===== src/rtl/mux_arb_pkg.sv =====
// Shared constants and helpers for the N-way registered multiplexer/arbiter.
package mux_arb_pkg;

   localparam logic MODE_EXPLICIT = 1'b0;
   localparam logic MODE_RR       = 1'b1;
   localparam int   MAX_INPUTS    = 16;

   function automatic int clog2(input int n);
      int r;
      r = 0;
      for (int i = 0; i < 31; i++) begin
         if ((1 << i) < n) r = i + 1;
      end
      return r;
   endfunction

   function automatic logic [MAX_INPUTS-1:0] onehot(input int idx);
      logic [MAX_INPUTS-1:0] v;
      v = '0;
      if (idx >= 0 && idx < MAX_INPUTS) v[idx] = 1'b1;
      return v;
   endfunction

endpackage


===== src/rtl/rr_arbiter_nway.sv =====
// Combinational round-robin picker: scans req from ptr with wrap; a locked,
// still-requesting previous winner (the index just below ptr) wins outright.
module rr_arbiter_nway
   import mux_arb_pkg::*;
#(
   parameter int INPUTS = 8,
   parameter int SEL_W  = clog2(INPUTS)
) (
   input  logic [INPUTS-1:0] req,
   input  logic [SEL_W-1:0]  ptr,
   input  logic [INPUTS-1:0] lock,
   output logic [SEL_W-1:0]  winner,
   output logic              found
);

   int prev;
   int idx;

   always_comb begin
      winner = '0;
      found  = 1'b0;
      prev   = (ptr == '0) ? INPUTS - 1 : int'(ptr) - 1;
      idx    = 0;
      if (lock[prev] && req[prev]) begin
         winner = SEL_W'(prev);
         found  = 1'b1;
      end
      for (int k = 0; k < INPUTS; k++) begin
         idx = int'(ptr) + k;
         if (idx >= INPUTS) idx = idx - INPUTS;
         if (!found && req[idx]) begin
            winner = SEL_W'(idx);
            found  = 1'b1;
         end
      end
   end

endmodule


===== src/rtl/mux_arb_nway.sv =====
// N-input registered mux with valid/ready output and explicit or round-robin selection.
// Optional burst locking in round-robin mode is enabled by defining MUX_ARB_LOCK_EN.
module mux_arb_nway
   import mux_arb_pkg::*;
#(
   parameter int WIDTH  = 16,
   parameter int INPUTS = 8,
   parameter int SEL_W  = clog2(INPUTS)
) (
   input  logic                      CLK,
   input  logic                      Reset,
   input  logic [WIDTH*INPUTS-1:0]   In,
   input  logic [INPUTS-1:0]         Req,
   input  logic [SEL_W-1:0]          Op,
   input  logic                      Mode,
`ifdef MUX_ARB_LOCK_EN
   input  logic [INPUTS-1:0]         Lock,
`endif
   output logic [INPUTS-1:0]         Grant,
   output logic [WIDTH-1:0]          Output,
   output logic [SEL_W-1:0]          Out_Sel,
   output logic                      Out_Valid,
   input  logic                      Out_Ready
);

   localparam int EXT_N = 1 << SEL_W;

   logic [SEL_W-1:0]  ptr_q, ptr_d;
   logic [WIDTH-1:0]  data_q, data_d;
   logic [SEL_W-1:0]  sel_q, sel_d;
   logic              valid_q, valid_d;
   logic [INPUTS-1:0] lock_eff;
   logic [SEL_W-1:0]  rr_winner;
   logic              rr_found;
   logic [EXT_N-1:0]  req_ext;
   logic [SEL_W-1:0]  win;
   logic              hit;
   logic              acc;
   logic              grant_en;
   int                sel_int;

`ifdef MUX_ARB_LOCK_EN
   logic rr_won_q, rr_won_d;
   // Ptr-1 only names a real previous winner once a round-robin grant has happened.
   assign lock_eff = rr_won_q ? Lock : '0;
`else
   assign lock_eff = '0;
`endif

   rr_arbiter_nway #(
      .INPUTS (INPUTS),
      .SEL_W  (SEL_W)
   ) u_rr (
      .req    (Req),
      .ptr    (ptr_q),
      .lock   (lock_eff),
      .winner (rr_winner),
      .found  (rr_found)
   );

   always_comb begin
      acc     = !valid_q || Out_Ready;
      req_ext = EXT_N'(Req);
      if (Mode == MODE_RR) begin
         win = rr_winner;
         hit = rr_found;
      end else begin
         // Padding bits of req_ext are zero, so Op >= INPUTS never hits.
         win = Op;
         hit = req_ext[Op];
      end
      grant_en = acc && hit && !Reset;
      Grant    = grant_en ? INPUTS'(onehot(int'(win))) : '0;
      sel_int  = grant_en ? int'(win) : 0;

      ptr_d   = ptr_q;
      data_d  = data_q;
      sel_d   = sel_q;
      valid_d = valid_q;
`ifdef MUX_ARB_LOCK_EN
      rr_won_d = rr_won_q;
`endif
      if (grant_en) begin
         data_d  = In[sel_int*WIDTH +: WIDTH];
         sel_d   = win;
         valid_d = 1'b1;
         if (Mode == MODE_RR) begin
            ptr_d = (win == SEL_W'(INPUTS - 1)) ? '0 : win + 1'b1;
`ifdef MUX_ARB_LOCK_EN
            rr_won_d = 1'b1;
`endif
         end
      end else if (Out_Ready) begin
         valid_d = 1'b0;
      end
   end

   always_ff @(posedge CLK) begin
      if (Reset) begin
         ptr_q   <= '0;
         data_q  <= '0;
         sel_q   <= '0;
         valid_q <= 1'b0;
`ifdef MUX_ARB_LOCK_EN
         rr_won_q <= 1'b0;
`endif
      end else begin
         ptr_q   <= ptr_d;
         data_q  <= data_d;
         sel_q   <= sel_d;
         valid_q <= valid_d;
`ifdef MUX_ARB_LOCK_EN
         rr_won_q <= rr_won_d;
`endif
      end
   end

   assign Output    = data_q;
   assign Out_Sel   = sel_q;
   assign Out_Valid = valid_q;

endmodule


===== config.mk =====
export PLATFORM = sky130hd
export DESIGN_NAME = mux_arb_nway
export DESIGN_NICKNAME = d
export VERILOG_FILES = /design/src/rtl/mux_arb_pkg.sv /design/src/rtl/rr_arbiter_nway.sv /design/src/rtl/mux_arb_nway.sv
export SDC_FILE = /design/constraint.sdc
export NUM_CORES = 1
export LEC_CHECK = 0
export CORE_MARGIN = 4
export CORE_UTILIZATION = 30
export CTS_CLUSTER_DIAMETER = 60
export DETAILED_ROUTE_END_ITERATION = 7
export MAX_ROUTING_LAYER = met4
export SYNTH_ARGS = -nofsm -noshare
export SYNTH_HDL_FRONTEND = slang
export SYNTH_HIERARCHICAL = 1
export SYNTH_SLANG_ARGS = --single-unit

===== constraint.sdc =====
create_clock -name CLK -period 7.2 [get_ports CLK]
set_clock_uncertainty 0.05 [all_clocks]
set_input_delay 2.16 -clock CLK [delete_from_list [all_inputs] [get_ports CLK]]
set_output_delay 2.16 -clock CLK [all_outputs]
set_load 0.01 [all_outputs]

### Yosys cells after proc, flatten, opt, wreduce, memory -nomap -nowiden

Memory sizes are Yosys's and may differ from the RTL's.
Index checks and enable logic that the tools add are counted.

* add/subtract/negate cells: 17
* shift-type cells: 1
* reductions and logical operators: 26
* eq/ne operators: 1
* $lt $le $gt $ge: 20
* multiplexer cells: 67

Operators with widths (count)
* $lt 32x5->1 const B: 9
* $mux 32: 9
* $ge 32x5->1 const B: 7
* $sub 32x5->32 const B: 7
* $shiftx 128x8->16: 1
* $mux 3: 12
* $mux 1: 34
* $bmux 1 s3: 10
* $add 3x3->4 const B: 4
* $logic_and 1x1->1: 12
* $logic_not 1->1: 10
* $add 3x2->4 const B: 2
* $mux 8: 1
* $lt 3x5->1 const B: 1
* $sub 3x4->5 const B: 1
* $add 3x1->4 const B: 1
* $ge 3x4->1 const B: 1
* $lt 3x4->1 const B: 1
* $sub 3x1->4 const B: 1
* $add 3x1->3 const B: 1
* $demux 1 s3: 1
* $eq 3x3->1 const B: 1
* $ge 3x1->1 const B: 1
* $logic_not 3->1: 1
* 3 further kinds: 3

* flip-flop bits (word level): 23
* input bits: 143
* logic and storage cells: 137
* memory bits (read-only): 8
* memories kept: 1
* output and inout bits: 28

Memory list
* (name not given): depth 8, bits a word 1, read ports 1, clocked after memory_dff 0, write ports 0, RTL line rr_arbiter_nway.sv:24 `if (lock[prev] && req[prev]) begin`

### Logic depth before layout (Yosys ltp)

Gate-level depths: netlist (run 1).

* word-level depth: 37
* mapped depth: 23
* gate-level depth less buffers: 16

### By module

The synthesis (run 1) kept the hierarchy.

By module, submodules not included
* mux_arb_nway: area each 2458.6 µm², instances 1, sequential area each 460.4 µm², cells an instance 239
* rr_arbiter_nway: area each 953.4 µm², instances 1, sequential area each 0.0 µm², cells an instance 123

### Least setup slack after synthesis (run 1)

OpenSTA, ideal clock, no wires.

* kind: input -> output
* start: in Req[0]
* end: out Grant[4]
* required time: 4990 ps
* stages on the path: 12
* arrival time: 4859 ps
* path slack: 131 ps
* path buffers: 3
* path through: mux4_2 mux2i_1 nor2_1 o21a_1 a2111oi_1 a31oi_1 mux2i_1 buf_4 buf_4 buf_2 inv_1 nor3_1

* longest elaborated chain between the ends: 35
* elaborated cells between the ends (all ways): 74
* classes of those cells: order compare: 2; mux: 52; reduce/logical: 20

RTL lines
* start, declared: RTL line mux_arb_nway.sv:13 `input logic [INPUTS-1:0] Req,`
* $bmux 1 s3: RTL line rr_arbiter_nway.sv:24
* $mux 1 (implied by the code) (2 in a row): RTL line rr_arbiter_nway.sv:24
* $logic_and 1x1->1: RTL line rr_arbiter_nway.sv:24
* $mux 1: RTL line rr_arbiter_nway.sv:24
* $logic_not 1->1: RTL line rr_arbiter_nway.sv:31 `if (!found && req[idx]) begin`
* $logic_and 1x1->1: RTL line rr_arbiter_nway.sv:31
* $mux 1: RTL line rr_arbiter_nway.sv:31
* $logic_not 1->1: RTL line rr_arbiter_nway.sv:31
* [20 not listed]
* via rr_winner[0]: RTL line mux_arb_nway.sv:33 `logic [SEL_W-1:0] rr_winner;`
* $mux 3 *: RTL line mux_arb_nway.sv:64 `if (Mode == MODE_RR) begin`
* via win[0]: RTL line mux_arb_nway.sv:36 `logic [SEL_W-1:0] win;`
* $lt 3x5->1 (implied by the code) or $ge 3x1->1 (tied branches): RTL line mux_arb_pkg.sv:20 `if (idx >= 0 && idx < MAX_INPUTS) v[idx] = 1'b1;`
* $logic_and 1x1->1 (implied by the code): RTL line mux_arb_pkg.sv:20
* $mux 1 (implied by the code): RTL line mux_arb_pkg.sv:20
* $demux 1 s3 *: RTL line mux_arb_pkg.sv:20
* $mux 8 *: RTL line mux_arb_nway.sv:73 `Grant = grant_en ? INPUTS'(onehot(int'(win))) : '0;`
* end, declared: RTL line mux_arb_nway.sv:19 `output logic [INPUTS-1:0] Grant,`

Mark *: on every way through the listed nets, which the timed path passes. The rest lies on a longest branch. The select of a mux whose other input is x is not followed.

### Worst setup path in the final report (run 1)

* start: in Req[2]
* end: out Grant[3]

* longest elaborated chain between the ends: 35
* elaborated cells between the ends (all ways): 74
* classes of those cells: order compare: 2; mux: 52; reduce/logical: 20

RTL lines (RTL line)
* $bmux 1 s3: rr_arbiter_nway.sv:24
* $mux 1 (implied by the code) (2 in a row): rr_arbiter_nway.sv:24
* $logic_and 1x1->1: rr_arbiter_nway.sv:24
* $mux 1: rr_arbiter_nway.sv:24
* $logic_not 1->1: rr_arbiter_nway.sv:31
* $logic_and 1x1->1: rr_arbiter_nway.sv:31
* $mux 1: rr_arbiter_nway.sv:31
* $logic_not 1->1: rr_arbiter_nway.sv:31
* [19 not listed]
* $mux 3 *: rr_arbiter_nway.sv:31
* via rr_winner[1]: mux_arb_nway.sv:33
* $mux 3 *: mux_arb_nway.sv:64
* $lt 3x5->1 (implied by the code) or $ge 3x1->1 (tied branches): mux_arb_pkg.sv:20
* $logic_and 1x1->1 (implied by the code): mux_arb_pkg.sv:20
* $mux 1 (implied by the code): mux_arb_pkg.sv:20
* $demux 1 s3 *: mux_arb_pkg.sv:20
* $mux 8 *: mux_arb_nway.sv:73

Marks and branches as above.

==> reports/summary.txt, run 1 <==
==========================================================================================
Run status ..................................................................    completed
Final setup slack of the worst path .........................................    0.1354 ns
Height of the die ...........................................................     114.6 um
Avg Synthesized Cell Area ...................................................    9.425 um2
CTS Root Buffer Type ........................................................ sky130_fd_sc_hd__clkbuf_16
Kind of end point of the critical path ......................................   output pin
Die span in x ...............................................................     114.6 um
CTS buffer count ............................................................            3
Synthesized instance count ..................................................          362
Routability Congestion ......................................................       0.9137
Clock tree sinks ............................................................           23
Detail Route Antenna Nets ...................................................            0
CP Max Fanout ...............................................................            8
Data required, critical path ................................................      4.99 ns
Worst IR drop on VDD ........................................................    0.1213 mV
Antenna Diode Count .........................................................            0
Routed WL ...................................................................     13270 um
Final cell utilization of the core ..........................................       52.78%
Register-to-register setup slack ............................................      1.25 ns
Post-placement cell area ....................................................     5505 um2
Number of I/O port buffers ..................................................          170
Register area share after synthesis .........................................       13.49%
Setup slack after placement .................................................   -0.7464 ns
Clock edge transition at the registers on the reported setup and hold paths .      0.06 ns
# setup viols final .........................................................            0
Pin count of the biggest net entering global routing ........................           30
Worst setup path class ......................................................       in2out
Total Die Area ..............................................................    13140 um2
Count of standard-cell rows .................................................           38
Share of final-layout standard cells stronger than drive strength 1 .........       33.61%
Data arrival time of the critical path ......................................      4.85 ns
Worst skew pair latency .....................................................      0.26 ns
DP HPWL .....................................................................     10700 um
Routed via count ............................................................         3871
Share of synthesized flip-flops with an asynchronous set or reset ...........           0%
Largest buffer count on any clock path ......................................            2
Design area .................................................................     5797 um2
Count of different cell masters after synthesis .............................           62
Share of Yosys cell area claimed by the top area cell type ..................       20.46%
Total length of routed met3 wires ...........................................       650 um
Combined area of all synthesized cells ......................................     3412 um2
Top routing layer in use ....................................................         met4
Unrepaired setup endpoints after global routing .............................          yes
Number of levels in the clock H-tree ........................................            1
Drt drc .....................................................................            0
Total of hold buffers inserted after clock tree synthesis ...................            0
Number of top-level design ports ............................................          171
Post-layout net count .......................................................          741
Number of global-route vias before repair ...................................         4192
Wire length on met2 .........................................................      7005 um
Dominant cells by area after synthesis ...................................... sky130_fd_sc_hd__mux4_2, sky130_fd_sc_hd__dfxtp_1, sky130_fd_sc_hd__mux2_2, sky130_fd_sc_hd__mux2i_1, sky130_fd_sc_hd__nand3_1
Filler cell count ...........................................................          996
Routed met1 length ..........................................................      5317 um
Total power after layout ....................................................    0.8371 mW
Tightest slew margin relative to the limit ..................................       47.48%
Final hold viol count .......................................................            0
Total power per unit cell area .............................................. 144.4 nW/um2
Signed area change from the synthesized netlist to the final layout .........       69.89%
Initial cell density of the core ............................................       31.07%
Leakage dissipation .........................................................     2.223 nW
Core area ...................................................................    10980 um2
CTS tree ....................................................................         done
Number of synthesized flops with an enable pin ..............................            0
First-pass GRT wire length ..................................................     20650 um
Total of warnings raised by yosys ...........................................            6
Setup crit start kind .......................................................    input pin
Fin crit share ..............................................................       98.12%
Final critical-path required period .........................................     7.065 ns
Number of DRC markers in iteration 0 ........................................          198
Final global-route overflow total ...........................................            0
Final hold slack ............................................................    0.4288 ns
Number of iterations in the first detailed-routing pass .....................            4
Max-slew violations .........................................................            0
Number of vias per cell .....................................................        5.288
Number of max-cap violations ................................................            0
Actual transition at the worst max-transition pin ...........................    0.7864 ns
Total of flip-flops plus latches after synthesis ............................           23
Cell taking the most area after synthesis ................................... sky130_fd_sc_hd__mux4_2
Highest Clock Rate ..........................................................   0.1416 GHz
Overall global routing resource usage .......................................       20.30%
Wire length per cell after detailed routing .................................     18.13 um
Number of antenna violations at the first check in global routing ...........            0
Min-delay worst type ........................................................      reg2reg
Primary FF master, synth .................................................... sky130_fd_sc_hd__dfxtp_1
==========================================================================================
-- sequential cells by signal, summed over array words and instances (netlist names) --
name and count:
ptr_q 3, Out_Sel 3, Output 16, Out_Valid 1
-- power breakdown --
| part | leakage, nW | total, mW | switching (mW) | internal, mW |
|---|---|---|---|---|
| registers | 0.190 | 0.166 | 0.0152 | 0.151 |
| logic | 1.99 | 0.546 | 0.234 | 0.312 |
| clock network | 0.0409 | 0.125 | 0.0504 | 0.0749 |
-- per-stage QoR --
step,instances,TNS (ns)
final,732,0
after global routing,732,-0.07508
after CTS,725,0
after detailed placement,699,-5.242
after global placement,699,-4.999
after floorplan,369,0
-- kinds of logic (layout without fill, tap and decap cells) --
| group | Yosys count | count (layout) | synth area share (%) |
|---|---|---|---|
| compound gates | 90 | 90 | 21.60 |
| mux | 74 | 74 | 34.87 |
| xor+xnor | 2 | 2 | 0.5135 |
| buf+inv | 52 | 275 | 8.544 |
| simple gates | 115 | 115 | 19.03 |
| other cells | 1 | 8 | 0.1099 |
| flops | 23 | 23 | 13.49 |
| fa+ha+maj | 5 | 5 | 1.834 |
-- cells in the mapped netlist, types with 2 or more instances --
cell type and instances:
sky130_fd_sc_hd__mux4_2 31, sky130_fd_sc_hd__nand3_1 30, sky130_fd_sc_hd__dfxtp_1 23, sky130_fd_sc_hd__mux2_2 21, sky130_fd_sc_hd__nand2_1 21, sky130_fd_sc_hd__a21oi_1 20
sky130_fd_sc_hd__mux2i_1 18, sky130_fd_sc_hd__inv_1 17, sky130_fd_sc_hd__nand4_1 13, sky130_fd_sc_hd__nand2b_1 12, sky130_fd_sc_hd__a2bb2oi_1 11, sky130_fd_sc_hd__clkbuf_1 10
sky130_fd_sc_hd__nor2_1 10, sky130_fd_sc_hd__o211ai_1 9, sky130_fd_sc_hd__o211ai_2 9, sky130_fd_sc_hd__buf_2 8, sky130_fd_sc_hd__buf_4 8, sky130_fd_sc_hd__o311ai_1 8
sky130_fd_sc_hd__o21ai_0 7, sky130_fd_sc_hd__buf_6 6, sky130_fd_sc_hd__nor3_1 6, sky130_fd_sc_hd__ha_1 5, sky130_fd_sc_hd__nor3_2 5, sky130_fd_sc_hd__nor2b_1 4
sky130_fd_sc_hd__o31ai_1 4, sky130_fd_sc_hd__a221oi_1 3, sky130_fd_sc_hd__o2111ai_1 3, sky130_fd_sc_hd__a31oi_1 2, sky130_fd_sc_hd__and2_1 2, sky130_fd_sc_hd__o21a_1 2
sky130_fd_sc_hd__or2_2 2, sky130_fd_sc_hd__or3_1 2
-- final timing paths --
path                            cells after the start        from          to
worst max-delay path                               14      Req[2]    Grant[3]
worst max register to register                     32    ptr_q[1]  Output[15]
worst min register to register                      1  Out_Sel[2]  Out_Sel[2]
worst min-delay path                                1  Out_Sel[2]  Out_Sel[2]
-- worst max-delay path: stages --
cell	delay [ns]
sky130_fd_sc_hd__buf_2	0.14
sky130_fd_sc_hd__mux4_2	0.48
sky130_fd_sc_hd__mux2_4	0.29
sky130_fd_sc_hd__and3b_1	0.23
sky130_fd_sc_hd__o211a_4	0.17
sky130_fd_sc_hd__and3_4	0.21
sky130_fd_sc_hd__buf_4	0.10
sky130_fd_sc_hd__o2111ai_1	0.11
sky130_fd_sc_hd__nand3_2	0.15
sky130_fd_sc_hd__mux2i_4	0.10
sky130_fd_sc_hd__inv_4	0.13
sky130_fd_sc_hd__nand4_1	0.17
sky130_fd_sc_hd__nor2_1	0.14
sky130_fd_sc_hd__clkdlybuf4s15_1	0.25
-- layout make-up --
| type | count | area, um2 | area share [%] |
|---|---|---|---|
| clock buffers | 3 | 75.07 | 1.295 |
| clock inverters | 1 | 5.005 | 0.08634 |
| repair buffers | 252 | 2246 | 38.74 |
| multi-input cells | 294 | 2761 | 47.64 |
| inverters | 19 | 73.82 | 1.273 |
| well taps | 140 | 175.2 | 3.022 |
| flip-flops and latches | 23 | 460.4 | 7.943 |
-- cell usage in the layout (no fill, tap or decap), types with 3 or more instances in the layout --
cell type,count
sky130_fd_sc_hd__clkdlybuf4s50_1,154
sky130_fd_sc_hd__buf_4,81
sky130_fd_sc_hd__mux4_2,31
sky130_fd_sc_hd__nand3_1,29
sky130_fd_sc_hd__dfxtp_1,23
sky130_fd_sc_hd__mux2_2,21
sky130_fd_sc_hd__nand2_1,20
sky130_fd_sc_hd__a21oi_1,19
sky130_fd_sc_hd__mux2i_1,15
sky130_fd_sc_hd__inv_1,15
sky130_fd_sc_hd__nand4_1,13
sky130_fd_sc_hd__nand2b_1,12
sky130_fd_sc_hd__nor2_1,10
sky130_fd_sc_hd__a2bb2oi_1,10
sky130_fd_sc_hd__o211ai_1,9
sky130_fd_sc_hd__o211ai_2,9
sky130_fd_sc_hd__o311ai_1,8
sky130_fd_sc_hd__clkbuf_2,8
sky130_fd_sc_hd__conb_1,8
sky130_fd_sc_hd__buf_2,7
sky130_fd_sc_hd__nor3_2,6
sky130_fd_sc_hd__o21ai_0,6
sky130_fd_sc_hd__ha_1,5
sky130_fd_sc_hd__nor2b_1,4
sky130_fd_sc_hd__nor3_1,4
sky130_fd_sc_hd__o31ai_1,4
sky130_fd_sc_hd__clkbuf_16,3
sky130_fd_sc_hd__o2111ai_1,3
-- layer usage --
| layer | up-vias | track usage (%) |
|---|---|---|
| li1 | 1887 | - |
| met1 | 1822 | 23.63 |
| met2 | 140 | 35.86 |
| met3 | 22 | 3.171 |
| met4 | 0 | 6.097 |
| met5 | - | - |
-- timing repair --
action | in CTS | in global routing
cloned | 0 | 0
hold endpoints to repair | 0 | 0
pin swaps | 5 | 10
gates resized for setup | 44 | 28
setup buffers | 22 | 7
setup endpoints to repair | 8 | 17
(Power assumes the default switching activity.)
==> run 2, diff against run 1 <==
--- a/config.mk
+++ b/config.mk
@@ -10,6 +10,8 @@
 export CTS_CLUSTER_DIAMETER = 60
 export DETAILED_ROUTE_END_ITERATION = 7
 export MAX_ROUTING_LAYER = met4
+export PLACE_DENSITY_LB_ADDON = 0.08
+export SETUP_SLACK_MARGIN = 0.5
 export SYNTH_ARGS = -nofsm -noshare
 export SYNTH_HDL_FRONTEND = slang
 export SYNTH_HIERARCHICAL = 1
==> run 2 against run 1 <==
Against the previous run: combinational power increased by 0.9%; global-route usage shrank 0.32 points; clock-buffer cell count stayed put; hold slack worse by 0.0047 ns; fmax up 1.7%; via count down 1.5%; highest routed layer unchanged; cell area rose by 1.1%; critical endpoint is now Grant[5]; sequential power hardly changed; flip-flop and latch count unchanged; register-to-register slack improved by 1.3 ns; cell count is 2.0% lower.
==> reports/summary.txt, run 2 (synthesized netlist as in run 1, its figures left out) <==
==========================================================================================
Run status ..................................................................    completed
First-pass GRT wire length ..................................................     20260 um   -1.9%
Slowest cell on the critical path ........................................... sky130_fd_sc_hd__mux4_2
Wire length per cell after detailed routing .................................     18.39 um   +1.4%
Unrepaired setup endpoints after global routing .............................          yes
Number of I/O port buffers ..................................................          170   unchanged
Total power per unit cell area .............................................. 144.1 nW/um2   -0.20%
Routed via count ............................................................         3814   -1.5%
Overall global routing resource usage .......................................       19.98%   -0.32 points
Number of vias per cell .....................................................        5.319   +0.59%
Count of standard-cell rows .................................................           38   unchanged
CP cell instances ........................................................... buf_8 > buf_4 > mux4_2 > mux2i_1 > and3b_1 > o211a_4 > and3_4 > nand2_2 > a32oi_2 > mux2i_2 > buf_4 > nor3_4 > o21ai_4 > nor3_2 > buf_2
Number of max-cap violations ................................................            0   unchanged
Total Die Area ..............................................................    13140 um2   unchanged
Non-filler cells in the finished layout .....................................          717   -2.0%
CTS tree ....................................................................         done
Tightest slew margin relative to the limit ..................................       35.80%   -12 points
Core area ...................................................................    10980 um2   unchanged
Post-layout net count .......................................................          726   -2.0%
CTS buffer count ............................................................            3   unchanged
Antenna Diode Count .........................................................            0   unchanged
Number of global-route vias before repair ...................................         4082   -2.6%
# placed instances ..........................................................          696   -0.43%
Detail Route Antenna Nets ...................................................            0   unchanged
CTS Root Buffer Type ........................................................ sky130_fd_sc_hd__clkbuf_16
Bufs and invs on worst path .................................................            4   unchanged
Max-slew violations .........................................................            0   unchanged
Pin count of the biggest net entering global routing ........................           41   +37%
Total power after layout ....................................................    0.8445 mW   +0.88%
Die span in x ...............................................................     114.6 um   unchanged
Worst skew pair latency .....................................................      0.27 ns   about the same
Kind of cell adding the most delay to the critical path ..................... multiplexers
Crit path from ..............................................................       Req[2]
Number of antenna violations at the first check in global routing ...........            0   unchanged
Number of DRC markers in iteration 0 ........................................          108   -45%
# setup viols final .........................................................            0   unchanged
Total of hold buffers inserted after clock tree synthesis ...................            0   unchanged
Depth of the worst register-to-register path ................................           17   -47%
Capture point of the worst reg-to-reg path ..................................   Output[11]
Routed WL ...................................................................     13190 um   -0.66%
Data required, critical path ................................................      4.99 ns   about the same
Final global-route overflow total ...........................................            0   unchanged
Design area .................................................................     5859 um2   +1.1%
Final critical-path required period .........................................     6.943 ns   -0.1215 ns
Number of top-level design ports ............................................          171   unchanged
Most common cell after layout, fill and taps aside .......................... sky130_fd_sc_hd__clkdlybuf4s50_1
Cell with the most instances on the worst path .............................. sky130_fd_sc_hd__buf_4
Share of final-layout standard cells stronger than drive strength 1 .........       33.97%   +0.35 points
Final hold viol count .......................................................            0   unchanged
Clock tree sinks ............................................................           23   unchanged
Filler cell count ...........................................................         1003   +0.70%
Initial cell density of the core ............................................       31.07%   unchanged
Actual transition at the worst max-transition pin ...........................    0.9609 ns   +0.1746 ns
Final setup slack of the worst path .........................................    0.2569 ns   +0.1215 ns
Largest buffer count on any clock path ......................................            2   unchanged
Number of levels in the clock H-tree ........................................            1   unchanged
Register-to-register setup slack ............................................      2.59 ns   +1.34 ns
Fin crit share ..............................................................       96.43%   -1.7 points
Signed area change from the synthesized netlist to the final layout .........       71.73%
Post-placement cell area ....................................................     5542 um2   +0.66%
Height of the die ...........................................................     114.6 um   unchanged
Worst Hold Endpoint .........................................................   Out_Sel[0]
Drt drc .....................................................................            0   unchanged
Routability Congestion ......................................................       0.8751   -4.2%
Worst IR drop on VDD ........................................................   0.09164 mV   -24%
CP Max Fanout ...............................................................            4   -4
Critical Path Max Stage Delay ...............................................      0.48 ns   about the same
Kind of end point of the critical path ......................................   output pin
DP HPWL .....................................................................     10780 um   +0.72%
Data arrival time of the critical path ......................................      4.73 ns   -0.12 ns
Number of instances on the worst hold path ..................................            2   +1
Number of iterations in the first detailed-routing pass .....................            4   unchanged
Launching point of the worst reg2reg path ...................................     ptr_q[0]
Min-delay worst type ........................................................      reg2reg
Worst setup path class ......................................................       in2out
Flip-flop count of the largest register, all copies and words added .........           16   unchanged
Setup crit start kind .......................................................    input pin
Most frequent cells in the layout ........................................... sky130_fd_sc_hd__clkdlybuf4s50_1, sky130_fd_sc_hd__buf_4, sky130_fd_sc_hd__mux4_2
Leakage dissipation .........................................................     2.180 nW   -1.9%
Highest Clock Rate ..........................................................   0.1440 GHz   +1.7%
Clock edge transition at the registers on the reported setup and hold paths .      0.07 ns   about the same
Setup slack after placement .................................................   -0.7417 ns   +0.004702 ns
Beginning of the worst hold path ............................................   Out_Sel[0]
==========================================================================================
==> run 2: metal layers <==
layer  vias to the layer above  GRT usage (%)  share of wire [%]
met3                        21          4.281                6.1
li1                       1861              -                  -
met1                      1795          22.87                 40
met5                         -              -                  0
met4                         0          6.651                2.6
met2                       137          34.58                 51
==> run 2: area by class of cell <==
type	count	area, um2	area share [%]
multi-input cells	294	2843	48.52
repair buffers	237	2222	37.92
flip-flops and latches	23	460.4	7.858
well taps	140	175.2	2.990
inverters	19	76.32	1.303
clock buffers	3	75.07	1.281
clock inverters	1	7.507	0.1281
==> run 2: repair_timing <==
action / 4_1_cts / 5_1_grt
endpoints found under the hold margin: 0 / 0
gates resized for setup: 95 / 13
pin swaps: 9 / 6
gates cloned: 0 / 0
buffers inserted: 11 / 6
setup endpoints to repair: 8 / 8
==> run 2: power breakdown <==
part | switching [mW] | total (mW) | leakage [nW] | internal, mW
Combinational | 0.236 | 0.551 | 1.95 | 0.314
Sequential | 0.0126 | 0.163 | 0.190 | 0.151
Clock | 0.0548 | 0.130 | 0.0371 | 0.0756
Total | 0.304 | 0.844 | 2.18 | 0.541
==> run 2: how the worst max path moves through the flow <==
stage | end | slack, ns | cells after the start
after floorplan | Grant[0] | 0.34 | 12
after global placement | Grant[4] | -0.69 | 14
after detailed placement | Grant[5] | -0.74 | 14
after CTS | Grant[5] | 0.26 | 14
after global routing | Grant[5] | 0.14 | 15
final | Grant[5] | 0.26 | 15
==> run 2: worst reg2reg max path, delay by kind of cell (launching register included) <==
| kind | cells | cell delay [ns] |
|---|---|---|
| buf+inv | 5 | 1.12 |
| mux | 3 | 1.07 |
| compound gates | 5 | 0.73 |
| flops | 1 | 0.46 |
| xor+xnor | 1 | 0.42 |
| simple gates | 2 | 0.35 |
| fa+ha+maj | 1 | 0.27 |
==> run 2: through the flow <==
| stage | TNS [ns] | utilization, % | hold slack (ns) |
|---|---|---|---|
| 6_report | 0 | 53.35 | 0.4241 |
| 4_1_cts | 0 | 52.35 | 0.4272 |
| 2_1_floorplan | 0 | - | 0.3950 |
| 3_3_place_gp | -5.180 | 50.46 | 0.4037 |
| 3_5_place_dp | -5.603 | 50.46 | 0.4114 |
| 5_1_grt | 0 | 53.35 | 0.4455 |
==> variant (config.mk and constraints of run 1) <==
Reset style: asynchronous (`Reset`), changed in one clocked block.
--- a/src/rtl/mux_arb_nway.sv
+++ b/src/rtl/mux_arb_nway.sv
@@ -97,3 +97,3 @@
 
-   always_ff @(posedge CLK) begin
+   always_ff @(posedge CLK or posedge Reset) begin
       if (Reset) begin
Check against the original RTL: differs if Reset is asserted again (counterexample within 4 cycles, from zero or initial values and one cycle with Reset high); with Reset held inactive, the same outputs for 10 cycles.
==> variant against run 1 <==
Synthesized area fell by 8.7%; die area fell by 8.1%; final area fell by 5.5%; worst setup slack got worse by 0.010 ns; non-clock buffer count fell by 14; count of clock-buffer cells in the layout did not move; register-to-register slack improved by 0.67 ns; hold slack improved by 0.0084 ns; routed wire length rose by 12%; sequential cell count did not move; core utilization rose by 2.3 points; highest routed layer unchanged.
Power is left out: it rests on default switching activity, and per cell area and clock period it moved more than threefold.
==> variant: results (changes against run 1) <==
status:
  status: "finished, final reports clean"  # unchanged
placement:
  dpl-instance-area_um2: 5250  # was 5510 µm²
  gp_congestion: 0.926  # was 0.914
  dp_hpwl_um: 11500  # was 10,700 µm
  dp_cells: 742  # was 699
routing:
  via_per_inst: 5.49  # was 5.29
  via_count: 4185  # was 3,871
  routed_wl_um: 14800  # was 13,300 µm
  dr.pass1.iters: 5  # was 4
  drt_iter0_markers: 245  # was 198
synthesis:
  synth.most_common_cell: "nand2_1"  # was mux4_2
  synth_common_cells: "108 x nand2_1, 30 x a32oi_1, 29 x o21ai_0"  # was 31 x mux4_2, 30 x nand3_1, 23 x dfxtp_1
  synth_area_per_cell_um2: 7.49  # was 9.43 µm²
  synth_ff_type: "dfrtp_1"  # was dfxtp_1
  ys_seq_area_share_pct: 18.5  # was 13.5%
  synthTopCellsByArea: "dfrtp_1 18%, nand2_1 13%, a32oi_1 8.4%"  # was mux4_2 20%, dfxtp_1 13%, mux2_2 6.9%
  async_flop_share_pct: 100  # was 0%
  synth.distinct_cells: 65  # was 62
sta:
  holdWs_ns: 0.437  # was 0.429 ns
  slew_headroom_pct: 50.4  # was 47.5%
setup_path:
  arrival_ns: 4.86  # was 4.85 ns
  cp_top_family: "simple AND/OR/NAND/NOR gates"  # unchanged
  worstPathMaxFanout: 4  # was 8
  reg2reg_slack_ns: 1.92  # was 1.25 ns
  max_stage_delay_ns: 0.51  # was 0.48 ns
global_routing:
  grt_pass1_vias: 3995  # was 4,192
  grt_pass1_wl_um: 21700  # was 20,700 µm
  grt_max_degree: 64  # was 30
  grt_use_total_pct: 23.9  # was 20.3%
clock_network:
  cts.clk_slew.worst_paths_ns: 0.09  # was 0.06 ns
  cts-root-buf: "clkbuf_8"  # was clkbuf_16
  cts_buffer_depth: 2  # unchanged
layout:
  nets: 778  # was 741
  n_fill_cell: 937  # was 996
  drive_gt1_share_pct: 21.8  # was 33.6%
-- variant: cell types whose count changed after synthesis, sizes merged, moves of 23 or more --
cell	delta
dfrtp	+23
a32oi	+30
mux4	-23
dfxtp	-23
nand2	+88
o21ai	+30
-- variant: worst register-to-register path, delay by kind of cell, from the launching register on --
family                     cells  cell delay (ns)
adders and majority gates      1             0.79
AOI/OAI and AO/OA              5             1.05
muxes                          3             0.82
buffers and inverters          4             1.09
DFF                            1             0.36
and+or+nand+nor                4             1.00
-- variant: worst paths after layout --
| path | startpoint | end | depth (start not counted) |
|---|---|---|---|
| min in group asynchronous | Reset | Output[1] | 3 |
| hold reg to reg | Out_Sel[1] | Out_Sel[1] | 2 |
| max in group asynchronous | Reset | Output[11] | 3 |
| hold / removal | Out_Sel[1] | Out_Sel[1] | 2 |
| setup reg to reg | ptr_q[1] | Output[15] | 17 |
| setup / recovery | Req[6] | Grant[3] | 16 |
-- variant: kinds of logic after synthesis --
family,share of synthesized area [%]
flops,18.5
buf+inv,7.39
mux,15.5
compound gates,31.8
fa+ha+maj,2.01
simple gates,24.2
xor+xnor,0.562
other cells,0.120
-- variant: area by class of cell --
class,instances,area [µm²],share of cell area [%]
repair buffers,238,2170,39.6
well taps,133,166,3.04
clock inverters,1,5.00,0.0913
multi-input cells,351,2470,45.1
flip-flops and latches,23,576,10.5
clock buffers,3,41.3,0.753
inverters,13,50.0,0.913
-- variant: timing repair --
| action | CTS | global route |
|---|---|---|
| pin swaps | 7 | 6 |
| buffers inserted | 16 | 2 |
| endpoints found under the setup margin | 8 | 8 |
| resized for setup | 69 | 23 |
-- variant: per-stage QoR --
| step | setup WS [ns] | TNS [ns] |
|---|---|---|
| 3_3_place_gp | -0.717 | -4.94 |
| 5_1_grt | -0.00455 | -0.00455 |
| 6_report | 0.125 | 0 |
| 3_5_place_dp | -0.793 | -5.38 |
| 2_1_floorplan | 0.141 | 0 |
| 4_1_cts | 0.0125 | 0 |
-- variant: routing by layer --
layer / wire length, µm / up-vias / GRT usage (%)
li1: - / 1991 / -
met1: 6370 / 2002 / 33.5
met2: 7060 / 174 / 36.6
met3: 1120 / 18 / 3.58
met4: 263 / 0 / 5.25
met5: 0 / - / -
